## src/rtl/send.sv

```systemverilog
// UART transmitter: start, 8 data bits LSB first, optional even parity, 1-2 stop bits.
// Latency: out goes low on the first edge after a rising order edge in IDLE; no backpressure, edges while busy are dropped.
module send #(
  parameter int CLKS_PER_BIT = 16,
  parameter int PARITY_EN    = 0,
  parameter int STOP_BITS    = 1
) (
  input  logic       clk,
  input  logic       rst,
  input  logic       order,
  input  logic [7:0] data,
  output logic       sgn,
  output logic       out
);

  localparam int            CW        = (CLKS_PER_BIT > 1) ? $clog2(CLKS_PER_BIT) : 1;
  localparam logic [CW-1:0] BAUD_LAST = CW'(CLKS_PER_BIT - 1);
  localparam logic [2:0]    STOP_LAST = 3'(STOP_BITS - 1);

  typedef enum logic [2:0] {
    IDLE   = 3'd0,
    START  = 3'd1,
    DATA   = 3'd2,
    PARITY = 3'd3,
    STOP   = 3'd4
  } state_t;

  state_t        state;
  state_t        state_nxt;
  logic          order_q;
  logic [CW-1:0] baud;
  logic [CW-1:0] baud_nxt;
  logic [2:0]    bitcnt;
  logic [2:0]    bitcnt_nxt;
  logic [7:0]    shreg;
  logic [7:0]    shreg_nxt;
  logic          par;
  logic          par_nxt;
  logic          out_nxt;
  logic          sgn_nxt;
  logic          accept;
  logic          tick;

  // order_q follows order every cycle, busy or not, so a held level never retriggers
  assign accept = order & ~order_q & (state == IDLE);
  assign tick   = (state != IDLE) && (baud == BAUD_LAST);

  always_ff @(posedge clk or negedge rst) begin
    if (!rst) begin
      state <= IDLE;
    end else begin
      state <= state_nxt;
    end
  end

  always_comb begin
    state_nxt = state;
    case (state)
      IDLE:    if (accept) state_nxt = START;
      START:   if (tick) state_nxt = DATA;
      DATA:    if (tick && bitcnt == 3'd7) state_nxt = (PARITY_EN != 0) ? PARITY : STOP;
      PARITY:  if (tick) state_nxt = STOP;
      STOP:    if (tick && bitcnt == STOP_LAST) state_nxt = IDLE;
      default: state_nxt = IDLE;
    endcase
  end

  always_comb begin
    baud_nxt   = (state == IDLE || tick) ? '0 : baud + CW'(1);
    bitcnt_nxt = bitcnt;
    shreg_nxt  = shreg;
    par_nxt    = par;
    if (accept) begin
      shreg_nxt = data;
      par_nxt   = ^data;
    end
    if (tick) begin
      // bitcnt counts data bits in DATA and stop bits in STOP
      bitcnt_nxt = (state_nxt != state) ? 3'd0 : bitcnt + 3'd1;
      if (state == DATA && state_nxt == DATA) begin
        shreg_nxt = {1'b0, shreg[7:1]};
      end
    end
  end

  // out is computed from the next state so the line itself comes straight from a flop
  always_comb begin
    sgn_nxt = (state_nxt != IDLE);
    case (state_nxt)
      START:   out_nxt = 1'b0;
      DATA:    out_nxt = shreg_nxt[0];
      PARITY:  out_nxt = par;
      default: out_nxt = 1'b1;
    endcase
  end

  always_ff @(posedge clk or negedge rst) begin
    if (!rst) begin
      order_q <= 1'b0;
      baud    <= '0;
      bitcnt  <= 3'd0;
      shreg   <= 8'd0;
      par     <= 1'b0;
      out     <= 1'b1;
      sgn     <= 1'b0;
    end else begin
      order_q <= order;
      baud    <= baud_nxt;
      bitcnt  <= bitcnt_nxt;
      shreg   <= shreg_nxt;
      par     <= par_nxt;
      out     <= out_nxt;
      sgn     <= sgn_nxt;
    end
  end

endmodule

```

## config.mk

```make
export PLATFORM = sky130hd
export DESIGN_NAME = send
export DESIGN_NICKNAME = d
export VERILOG_FILES = /design/src/rtl/send.sv
export SDC_FILE = /design/constraint.sdc
export NUM_CORES = 1
export LEC_CHECK = 0
export ABC_AREA = 1
export CORE_UTILIZATION = 55
export DETAILED_ROUTE_END_ITERATION = 8
export DONT_BUFFER_PORTS = 1
export PLACE_DENSITY = 0.67
export SETUP_SLACK_MARGIN = 0.2
export SYNTH_ARGS = -nofsm -noshare
export SYNTH_HDL_FRONTEND = slang
export SYNTH_SLANG_ARGS = --single-unit
```

## constraint.sdc

```tcl
create_clock -name clk -period 1.55 [get_ports clk]
set_input_delay 0.31 -clock clk [delete_from_list [all_inputs] [get_ports clk]]
set_output_delay 0.31 -clock clk [all_outputs]
set_load 0.01 [all_outputs]
```

## Yosys cells after proc, flatten, opt, wreduce, memory -nomap -nowiden

Cells that the tools add are included.

- Add/subtract/negate cells: 2
- Eq/ne operators: 10
- Muxes and demuxes: 12
- Bitwise logic cells: 3
- Reduce and logical (&&, ||, !) cells: 10

Operators with widths:

| cell | count |
|---|---|
| $mux W8 | 3 |
| $mux W3 | 6 |
| $pmux W3 S5 | 1 |
| $eq A3 B2 Y1 const B | 4 |
| $reduce_xor A8 Y1 | 1 |
| $eq A3 B1 Y1 const B | 2 |
| $eq A3 B3 Y1 const B | 2 |
| $logic_not A3 Y1 | 2 |
| $reduce_bool A3 Y1 | 2 |
| $add A4 B1 Y4 const B | 1 |
| $eq A4 B4 Y1 const B | 1 |
| $logic_and A1 B1 Y1 | 4 |
| $mux W4 | 1 |
| $add A3 B1 Y3 const B | 1 |
| $ne A3 B3 Y1 | 1 |
| $pmux W1 S3 | 1 |
| $and A1 B1 Y1 | 2 |
| $logic_or A1 B1 Y1 | 1 |
| $not A1 Y1 | 1 |

- Register bits after elaboration: 22
- Logic and storage cells: 45

## Longest topological paths before layout

Gate-level depths: netlist of run 1.

- Depth after elaboration: 10
- Depth in mapped cells: 10
- Depth with buffers taken out: 10

## Worst setup path after synthesis of run 1

No wires, ideal clock.

- Path kind: register -> register
- From: reg bitcnt[0]
- To: reg sgn
- Library setup time: 139 ps
- Arrival: 1206 ps
- Slack: 205 ps
- Stages on the path, launching flop included: 7
- Period minus slack after synthesis: 1345 ps
- Cell sequence: dfrtp_1 ha_1 ha_1 o211ai_1 nand2_1 o21ai_0 nand4_1

- Longest elaborated chain between the ends: 5
- Elaborated cells on any way between the ends: 8
- Those cells by class: eq/ne (1); mux (3); reduce/logical (4)

Ends and longest elaborated chain:

| item | line | source |
|---|---|---|
| start, declared | 33 | `logic [2:0] bitcnt;` |
| start signal, assigned | 109 | `bitcnt <= bitcnt_nxt;` |
| $eq A3 B3 Y1 or $logic_not A3 Y1 (tied branches) | 61, 63 |  |
| $logic_and A1 B1 Y1, on equally long branches | 61, 63 |  |
| $mux W3, on equally long branches | 61, 63 |  |
| $pmux W3 S5 (*) | 58 | `case (state)` |
| $reduce_bool A3 Y1 (*) | 88 | `sgn_nxt = (state_nxt != IDLE);` |
| via sgn_nxt | 40 | `logic sgn_nxt;` |
| end signal, assigned | 113 | `sgn <= sgn_nxt;` |
| end, declared | 12 | `output logic sgn,` |

Mark *: on every way through the listed nets, which the timed path passes. The rest lies on a longest branch.
A chain may end at the register's enable or synchronous reset.

## Final worst setup path of run 1

- From: reg baud[0]
- To: reg shreg[5]

- Longest elaborated chain between the ends: 9
- Elaborated cells on any way between the ends: 13
- Those cells by class: eq/ne (2); mux (7); reduce/logical (4)

Ends and longest elaborated chain:

| item | line | source |
|---|---|---|
| start, declared | 31 | `logic [CW-1:0] baud;` |
| start signal, assigned | 108 | `baud <= baud_nxt;` |
| $eq A4 B4 Y1 (*) | 46 | `assign tick = (state != IDLE) && (baud == BAUD_LAST);` |
| $logic_and A1 B1 Y1 (*) | 46 |  |
| $logic_and A1 B1 Y1, on equally long branches | 63, 61 |  |
| $mux W3, on equally long branches | 63, 61 |  |
| $pmux W3 S5 | 58 |  |
| $eq A3 B2 Y1 | 80 | `if (state == DATA && state_nxt == DATA) begin` |
| $logic_and A1 B1 Y1 | 80 |  |
| $mux W8 | 80 |  |
| $mux W8 (*) | 77 | `if (tick) begin` |
| via shreg_nxt[5] | 36 | `logic [7:0] shreg_nxt;` |
| end signal, assigned | 110 | `shreg <= shreg_nxt;` |
| end, declared | 35 | `logic [7:0] shreg;` |

Marked as above.

==> report_table.html, run 1 <==
<table>
<tr><th>Metric</th><th>Value</th></tr>
<tr><th colspan="2">STA</th></tr>
<tr><td>Ratio of final minimum period to clock period</td><td>roughly 93%</td></tr>
<tr><td>Max_slew headroom</td><td>34.1%</td></tr>
<tr><td>Final critical path time including I/O delays and setup</td><td>between 1000 and 1500 ps</td></tr>
<tr><td>Highest achievable clock rate</td><td>~690 MHz</td></tr>
<tr><td>Slew Viols, Final</td><td>0</td></tr>
<tr><td>Final setup violation count</td><td>0</td></tr>
<tr><td>Setup repair after global routing missed its margin</td><td>yes</td></tr>
<tr><td>Setup skew after layout</td><td>12.9 ps</td></tr>
<tr><td>Crit path setup slack, layout</td><td>~100 ps</td></tr>
<tr><td>Actual slew at the worst max-slew pin</td><td>approximately 1000 ps</td></tr>
<tr><td>Count of endpoints failing hold in the final timing report</td><td>0</td></tr>
<tr><th colspan="2">Final layout</th></tr>
<tr><td>Number of nets in the finished design</td><td>195</td></tr>
<tr><td>Area growth from synthesis to layout</td><td>23.6%</td></tr>
<tr><td>Post-layout instance count excluding filler cells</td><td>between 200 and 250</td></tr>
<tr><td>Fraction of final layout cells with drive strength greater than 1</td><td>roughly 34%</td></tr>
<tr><td>Fill count</td><td>189</td></tr>
<tr><td>Number of inserted diodes</td><td>0</td></tr>
<tr><th colspan="2">Clocking</th></tr>
<tr><td>H-tree level count</td><td>1</td></tr>
<tr><td>Clock tree sinks</td><td>22</td></tr>
<tr><td>Root buffer cell</td><td>sky130_fd_sc_hd__clkbuf_4</td></tr>
<tr><td>Clock insertion delay at the later pin of the skew report</td><td>around 320 ps</td></tr>
<tr><td>Total clock buffers created by CTS</td><td>3</td></tr>
<tr><td>Clock transition at the register clock pins on the worst setup and hold paths after CTS</td><td>roughly 140 ps</td></tr>
<tr><td>Clock tree from TritonCTS</td><td>built</td></tr>
<tr><td>Number of buffers on the longest clock path</td><td>2</td></tr>
<tr><th colspan="2">Run</th></tr>
<tr><td>Max_cap viols</td><td>0</td></tr>
<tr><th colspan="2">Global routing</th></tr>
<tr><td>GRT Total Usage</td><td>about a quarter</td></tr>
<tr><td>Aggregate global routing overflow</td><td>0</td></tr>
<tr><td>Number of global-route vias before repair</td><td>between 1,000 and 1,500</td></tr>
<tr><td>Wire length of the first global-routing pass</td><td>between 4000 and 5000 µm</td></tr>
<tr><td>Number of antenna violations at the first check in global routing</td><td>0</td></tr>
<tr><td>Largest net degree at the start of global routing</td><td>23</td></tr>
<tr><th colspan="2">Power</th></tr>
<tr><td>Total leakage power</td><td>0.803 nW</td></tr>
<tr><td>Pwr Density</td><td>1560 nW/µm²</td></tr>
<tr><td>Power, Total</td><td>between 2 and 3 mW</td></tr>
<tr><td>Peak supply drop</td><td>1.05 mV</td></tr>
<tr><th colspan="2">Place</th></tr>
<tr><td>Placement-stage worst setup slack</td><td>about 80 ps</td></tr>
<tr><td>IO Port Bufs</td><td>0</td></tr>
<tr><td>Number of cells after detailed placement</td><td>~180</td></tr>
<tr><td>Placer's final routability congestion estimate</td><td>between 0.9 and 1</td></tr>
<tr><td>Detailed placement HPWL</td><td>about 1700 µm</td></tr>
<tr><th colspan="2">Floorplanning</th></tr>
<tr><td>Total die area</td><td>roughly 2600 µm²</td></tr>
<tr><td>Ports</td><td>13</td></tr>
<tr><td>Initial core utilization</td><td>about three fifths</td></tr>
<tr><td>Height of the chip</td><td>approximately 51 µm</td></tr>
<tr><td>Count of standard-cell rows</td><td>17</td></tr>
<tr><td>Die Width</td><td>roughly 50 µm</td></tr>
<tr><td>Core Box Area</td><td>2210 µm²</td></tr>
<tr><th colspan="2">Critical path</th></tr>
<tr><td>Largest driver fanout on the critical path</td><td>5</td></tr>
<tr><td>Startpoint of the worst register-to-register path</td><td>baud[0]</td></tr>
<tr><td>Number of cell instances on the worst register-to-register path</td><td>8</td></tr>
<tr><td>Critical path class</td><td>flop to flop</td></tr>
<tr><td>CP Capture Type</td><td>flop</td></tr>
<tr><td>Startpoint of the worst setup timing path</td><td>baud[0]</td></tr>
<tr><td>Register-to-Register Setup Slack</td><td>between 100 and 150 ps</td></tr>
<tr><td>Worst reg2reg endpoint</td><td>shreg[5]</td></tr>
<tr><td>End point of the critical path</td><td>shreg[5]</td></tr>
<tr><td>Req. time, crit path</td><td>1800 ps</td></tr>
<tr><td>Launching element type of the critical path</td><td>flop</td></tr>
<tr><td>Crit path DAT</td><td>between 1500 and 2000 ps</td></tr>
<tr><th colspan="2">Yosys</th></tr>
<tr><td>Instance count of the mapped netlist</td><td>156</td></tr>
<tr><td>Average cell area after synthesis</td><td>approximately 8.3 µm²</td></tr>
<tr><td>Count of warnings emitted by yosys</td><td>0</td></tr>
<tr><td>Total nets after synthesis</td><td>between 150 and 200</td></tr>
<tr><td>Fraction of the yosys area taken by sequential cells</td><td>42.4%</td></tr>
<tr><td>Distinct cells, synth</td><td>31</td></tr>
<tr><td>Flip-flop and latch count after synthesis</td><td>22</td></tr>
<tr><td>Post-synthesis cell area</td><td>~1300 µm²</td></tr>
<tr><th colspan="2">Detailed routing</th></tr>
<tr><td>Number of iterations in the first detailed-routing pass</td><td>4</td></tr>
<tr><td>Total detailed-routing wirelength</td><td>roughly 2700 µm</td></tr>
<tr><td>Average via count per standard cell</td><td>slightly above 5</td></tr>
<tr><td>Drt wl/cell</td><td>around 13 µm</td></tr>
<tr><td>Via count</td><td>1,074</td></tr>
<tr><td>Residual DRC count</td><td>0</td></tr>
<tr><td>Count of nets left with antenna violations after detail routing</td><td>0</td></tr>
<tr><td>Number of design-rule violations left by the first detailed-router iteration</td><td>16</td></tr>
<tr><th colspan="2">Min path</th></tr>
<tr><td>Worst hold-check path type</td><td>input pin to flop</td></tr>
<tr><th colspan="2">Outcome</th></tr>
<tr><td>Result of the run</td><td>complete, no violations</td></tr>
</table>
==> flip-flops by register name (all words and copies together), names as in the netlist <==
name / cells
out: 1
par: 1
baud: 4
bitcnt: 3
state: 3
order_q: 1
sgn: 1
shreg: 8
==> synth_stat cells (all sizes together) <==
cell type | instances | share of area, %
a21oi | 2 | 1.1
o211ai | 2 | 1.2
buf | 2 | 2.0
o21ai | 12 | 4.9
nor2 | 13 | 6.5
nor3 | 2 | 1.2
dfrtp | 21 | 40
nor3b | 1 | 0.58
nand3b | 1 | 0.58
nand4 | 2 | 1.4
xor2 | 3 | 2.0
inv | 24 | 6.9
ha | 4 | 3.8
xnor2 | 6 | 4.0
and2 | 1 | 0.48
nand3 | 12 | 5.6
nand2 | 47 | 15
dfstp | 1 | 2.0
==> power by group <==
part,internal [mW],total [mW],leakage [nW],switching (mW)
logic,0.487,1.11,0.507,0.626
registers,0.800,0.941,0.269,0.140
clock network,0.262,0.450,0.0279,0.188
==> placed cells by master, fill, tap and decap left out, types with 4 or more instances in the layout <==
cell type                  n
sky130_fd_sc_hd__nand2_1  36
sky130_fd_sc_hd__nor2_1    7
sky130_fd_sc_hd__inv_2     4
sky130_fd_sc_hd__nand3_2   4
sky130_fd_sc_hd__nand2_2   9
sky130_fd_sc_hd__nand3_1   7
sky130_fd_sc_hd__xnor2_1   6
sky130_fd_sc_hd__buf_4    16
sky130_fd_sc_hd__o21ai_1  10
sky130_fd_sc_hd__dfrtp_1  18
sky130_fd_sc_hd__inv_1    20
==> logic make-up after synthesis <==
kind of cell    count (synthesis)  share of synthesized area [%]
compound gates                 16                           7.11
xor+xnor                        9                           6.06
fa+ha+maj                       4                           3.85
buf+inv                        26                           8.94
flops                          22                           42.4
simple gates                   79                           31.6
==> per-layer routing <==
layer  global-route usage [%]  wire length [µm]  vias to the layer above
li1                         -                 -                      533
met1                     27.8              1130                      515
met2                     45.3              1400                       19
met3                     3.64                68                        7
met4                     16.2                97                        0
met5                        0                 0                        -
==> stage by stage <==
step	setup TNS [ps]	util, %	hold slack (ps)	cell area (µm²)
floorplan	0	-	14.4	1300
global placement	0	59.6	14.9	1320
detailed placement	0	59.6	14.9	1320
CTS	0	69.2	126	1530
global route	-3.30	72.7	124	1610
finish	0	72.7	134	1610
==> final cells by class <==
cell class	instances	area (µm²)	area share, %
clock buffers	3	22.5	1.40
well taps	28	35.0	2.18
multi-input cells	108	698	43.4
repair buffers	21	176	11.0
inverters	24	90.1	5.60
clock inverters	1	30.0	1.87
flip-flops and latches	22	556	34.6
==> critical path, cell delays in order, from the launching register on <==
cell	delay, ps
sky130_fd_sc_hd__dfrtp_1	410
sky130_fd_sc_hd__ha_2	200
sky130_fd_sc_hd__nand2_2	90
sky130_fd_sc_hd__nor2_4	50
sky130_fd_sc_hd__buf_6	110
sky130_fd_sc_hd__nand3_4	70
sky130_fd_sc_hd__nand4_4	120
sky130_fd_sc_hd__buf_4	180
sky130_fd_sc_hd__o21ai_1	140
==> worst min-delay path by stage <==
stage               startpoint  endpoint  slack, ps  depth (start not counted)
detailed placement         rst   baud[3]         10                          0
global route           data[7]  shreg[7]        120                          2
CTS                    data[7]  shreg[7]        130                          2
finish                 data[7]  shreg[7]        130                          2
global placement           rst   baud[2]         10                          0
floorplan                  rst   baud[0]         10                          0
==> what timing repair did <==
| item | in CTS | in global routing |
|---|---|---|
| endpoints found under the hold margin | 23 | 0 |
| hold buffers | 2 | 0 |
| resized for setup | 17 | 9 |
| pin swaps | 7 | 7 |
| setup endpoints to repair | 15 | 37 |
| gates cloned | 1 | 0 |
| buffers inserted | 10 | 7 |
Note: power is estimated with default switching activity, not from simulation.
==> run 2, diff against run 1 <==
Settings changed: PLACE_DENSITY 0.67 to 0.83.
Clock period 1.55 ns to 1.2 ns, I/O delays scaled along.
==> run 2 against run 1 <==
The flow now finishes with violations (setup timing); setup slack worse by 550 ps; worst hold slack worse by 74 ps; clock power is 31% higher; sequential cell count stayed put; clock skew is 9.5 ps lower; first-iteration DRC count is 88% higher; cell count is 7.7% higher; sequential share of layout area is 4.3 points lower; global-route usage is 1.6 points higher; register-to-register slack worse by 550 ps; largest cell class unchanged.
==> report_table.html, run 2 (same netlist as run 1, synthesis figures left out) <==
<table>
<tr><th>Metric</th><th>Value</th></tr>
<tr><th colspan="2">Place</th></tr>
<tr><td>Number of cells after detailed placement</td><td>between 200 and 250</td></tr>
<tr><td>Detailed placement HPWL</td><td>about 2000 µm</td></tr>
<tr><td>Dpl cell area</td><td>~1500 µm²</td></tr>
<tr><td>IO Port Bufs</td><td>0</td></tr>
<tr><td>Placer's final routability congestion estimate</td><td>roughly 0.8</td></tr>
<tr><th colspan="2">Global routing</th></tr>
<tr><td>Busiest layer in global routing</td><td>met2</td></tr>
<tr><td>Met1 track demand over resource in global routing</td><td>~30%</td></tr>
<tr><td>Wire length of the first global-routing pass</td><td>between 5000 and 6000 µm</td></tr>
<tr><td>Aggregate global routing overflow</td><td>0</td></tr>
<tr><td>Global-route track usage on met3</td><td>roughly 7.6%</td></tr>
<tr><td>GRT Total Usage</td><td>a little over a quarter</td></tr>
<tr><td>Number of global-route vias before repair</td><td>1,200</td></tr>
<tr><td>GR Util met2</td><td>a little under half</td></tr>
<tr><td>Number of antenna violations at the first check in global routing</td><td>0</td></tr>
<tr><td>Largest net degree at the start of global routing</td><td>23</td></tr>
<tr><th colspan="2">Final layout</th></tr>
<tr><td>Post-layout instance count excluding filler cells</td><td>223</td></tr>
<tr><td>End-of-flow core utilization</td><td>around 83%</td></tr>
<tr><td>Registers with the most flip-flops</td><td>shreg x8, baud x4</td></tr>
<tr><td>Number of nets in the finished design</td><td>between 200 and 250</td></tr>
<tr><td>Area growth from synthesis to layout</td><td>40.7%</td></tr>
<tr><td>Commonest cells after routing, fill and taps aside</td><td>36 x sky130_fd_sc_hd__nand2_1, 26 x sky130_fd_sc_hd__buf_4, 19 x sky130_fd_sc_hd__inv_1, 19 x sky130_fd_sc_hd__dfrtp_1, 10 x sky130_fd_sc_hd__o21ai_1</td></tr>
<tr><td>Register with the highest flop count</td><td>shreg</td></tr>
<tr><td>Most common library cell in the layout ignoring fill and taps</td><td>sky130_fd_sc_hd__nand2_1</td></tr>
<tr><td>Fraction of final layout cells with drive strength greater than 1</td><td>between 40% and 50%</td></tr>
<tr><td>Number of inserted diodes</td><td>0</td></tr>
<tr><td>Total non-filler cell area in the finished layout</td><td>roughly 1800 µm²</td></tr>
<tr><td>Max FFs per register</td><td>8</td></tr>
<tr><th colspan="2">Clocking</th></tr>
<tr><td>Clock transition at the register clock pins on the worst setup and hold paths after CTS</td><td>roughly 130 ps</td></tr>
<tr><td>Number of buffers on the longest clock path</td><td>2</td></tr>
<tr><td>Clock tree from TritonCTS</td><td>built</td></tr>
<tr><td>H-tree level count</td><td>1</td></tr>
<tr><td>Clock tree sinks</td><td>22</td></tr>
<tr><td>Root buffer cell</td><td>sky130_fd_sc_hd__clkbuf_4</td></tr>
<tr><td>Clock insertion delay at the later pin of the skew report</td><td>~320 ps</td></tr>
<tr><td>Total clock buffers created by CTS</td><td>3</td></tr>
<tr><th colspan="2">Critical path</th></tr>
<tr><td>Launching element type of the critical path</td><td>flop</td></tr>
<tr><td>CP Capture Type</td><td>flop</td></tr>
<tr><td>Worst path most repeated cell</td><td>sky130_fd_sc_hd__nand2_2</td></tr>
<tr><td>Slowest stage cell on the critical path</td><td>sky130_fd_sc_hd__dfrtp_1</td></tr>
<tr><td>Number of cell instances on the worst register-to-register path</td><td>7</td></tr>
<tr><td>Worst reg2reg endpoint</td><td>bitcnt[0]</td></tr>
<tr><td>Register-to-Register Setup Slack</td><td>-450 ps</td></tr>
<tr><td>Critical path class</td><td>flop to flop</td></tr>
<tr><td>Req. time, crit path</td><td>1450 ps</td></tr>
<tr><td>Ordered cell list for the critical path</td><td>ha_1 &gt; ha_2 &gt; o211ai_1 &gt; nand2_1 &gt; nand2_2 &gt; nand2_2 &gt; a21oi_2</td></tr>
<tr><td>Largest driver fanout on the critical path</td><td>3</td></tr>
<tr><td>Crit path DAT</td><td>1890 ps</td></tr>
<tr><td>Max incr delay on CP</td><td>between 400 and 500 ps</td></tr>
<tr><td>Startpoint of the worst register-to-register path</td><td>bitcnt[0]</td></tr>
<tr><th colspan="2">STA</th></tr>
<tr><td>Setup repair after global routing missed its margin</td><td>yes</td></tr>
<tr><td>Final critical path time including I/O delays and setup</td><td>around 1600 ps</td></tr>
<tr><td>Setup skew after layout</td><td>approximately 3.4 ps</td></tr>
<tr><td>Slew Viols, Final</td><td>0</td></tr>
<tr><td>Highest achievable clock rate</td><td>approximately 610 MHz</td></tr>
<tr><td>Ratio of final minimum period to clock period</td><td>137%</td></tr>
<tr><td>Count of endpoints failing hold in the final timing report</td><td>0</td></tr>
<tr><td>Worst hold margin</td><td>59.5 ps</td></tr>
<tr><td>Max_slew headroom</td><td>31.9%</td></tr>
<tr><td>Actual slew at the worst max-slew pin</td><td>around 1000 ps</td></tr>
<tr><td>Final setup violation count</td><td>20</td></tr>
<tr><td>Fin Setup TNS</td><td>-4980 ps</td></tr>
<tr><td>Crit path setup slack, layout</td><td>-447 ps</td></tr>
<tr><th colspan="2">Power</th></tr>
<tr><td>Fraction of power consumed by the clock network</td><td>around 16%</td></tr>
<tr><td>Int Power</td><td>between 2 and 2.5 mW</td></tr>
<tr><td>Flop pwr share</td><td>a little under a third</td></tr>
<tr><td>Share of total power in combinational logic</td><td>about 53%</td></tr>
<tr><td>Sw frac</td><td>39.5%</td></tr>
<tr><td>Net switching power figure</td><td>1.51 mW</td></tr>
<tr><td>Total leakage power</td><td>between 0.9 and 1 nW</td></tr>
<tr><td>Peak supply drop</td><td>about 1.6 mV</td></tr>
<tr><td>Pwr Density</td><td>2090 nW/µm²</td></tr>
<tr><th colspan="2">Detailed routing</th></tr>
<tr><td>Drt wl/cell</td><td>16.1 µm</td></tr>
<tr><td>Total detailed-routing wirelength</td><td>around 3600 µm</td></tr>
<tr><td>Count of nets left with antenna violations after detail routing</td><td>0</td></tr>
<tr><td>Via count</td><td>1,204</td></tr>
<tr><td>Residual DRC count</td><td>0</td></tr>
<tr><td>Average via count per standard cell</td><td>between 5 and 6</td></tr>
<tr><td>Number of iterations in the first detailed-routing pass</td><td>4</td></tr>
<tr><td>Number of design-rule violations left by the first detailed-router iteration</td><td>30</td></tr>
<tr><th colspan="2">Run</th></tr>
<tr><td>Max_cap viols</td><td>0</td></tr>
<tr><th colspan="2">Min path</th></tr>
<tr><td>Terminating pin of the worst hold path</td><td>shreg[7]</td></tr>
<tr><td>Worst hold-check path type</td><td>input pin to flop</td></tr>
<tr><td>Worst hold stages</td><td>2</td></tr>
<tr><td>Source of the worst hold timing path</td><td>data[7]</td></tr>
<tr><th colspan="2">Outcome</th></tr>
<tr><td>Result of the run</td><td>complete, but fails checks</td></tr>
<tr><td>Violations in the final reports</td><td>setup timing</td></tr>
<tr><th colspan="2">Floorplanning</th></tr>
<tr><td>Core Box Area</td><td>about 2200 µm²</td></tr>
<tr><td>Count of standard-cell rows</td><td>17</td></tr>
<tr><td>Ports</td><td>13</td></tr>
<tr><td>Die Width</td><td>50.6 µm</td></tr>
<tr><td>Total die area</td><td>around 2600 µm²</td></tr>
<tr><td>Initial core utilization</td><td>between 50% and 60%</td></tr>
<tr><td>Height of the chip</td><td>a little over 50 µm</td></tr>
</table>
==> run 2: changes by cell type in the layout (fill, tap and decap cells not counted), sizes merged <==
cell	previous run	this run
buf	19	35
==> run 2: power groups by stage <==
stage / Clock [mW] / Combinational [mW] / Sequential (mW)
finish: 0.591 / 2.01 / 1.22
global route: 0.619 / 2.18 / 1.26
CTS: 0.590 / 1.65 / 1.20
detailed placement: 0 / 1.44 / 1.21
global placement: 0 / 1.35 / 1.20
floorplan: 0 / 0.893 / 1.20
==> run 2: repair_timing <==
item / CTS / global route
hold buffers: 2 / 0
gates resized for setup: 16 / 21
setup endpoints to repair: 22 / 45
hold endpoints to repair: 23 / 0
buffers inserted: 4 / 7
pin swaps: 11 / 17
==> run 2: per-stage QoR <==
step | worst slack (ps) | total power [mW]
after CTS | -350 | 3.45
after global routing | -499 | 4.06
after detailed placement | -337 | 2.64
after global placement | -261 | 2.55
final | -447 | 3.82
after floorplan | -135 | 2.10
==> run 2: routing by layer <==
metal / up-vias / wire length [µm]
met3: 17 / 122
met5: - / 0
li1: 566 / -
met2: 36 / 1960
met4: 0 / 167
met1: 585 / 1350
==> run 2: worst max-delay path, delay by kind of cell, from the launching register on <==
kind | cells | cell delay (ps)
fa+ha+maj | 2 | 430
flops | 1 | 420
compound gates | 2 | 410
simple gates | 3 | 310
==> run 2: area by class of cell <==
class                           instances  area [µm²]
Fill cell                             119         382
Multi-Input combinational cell        108         762
Sequential cell                        22         554
Timing Repair Buffer                   37         337
Clock buffer                            3        22.5
Inverter                               24        90.1
Clock inverter                          1        30.0
Tap cell                               28        35.0
==> run 2: worst max path at each step <==
stage / startpoint / to / cells past startpoint
after global placement: baud[0] / bitcnt[0] / 9
after detailed placement: baud[0] / bitcnt[0] / 9
after global routing: bitcnt[0] / bitcnt[0] / 7
after floorplan: baud[0] / shreg[4] / 7
final: bitcnt[0] / bitcnt[0] / 7
after CTS: baud[0] / sgn / 9
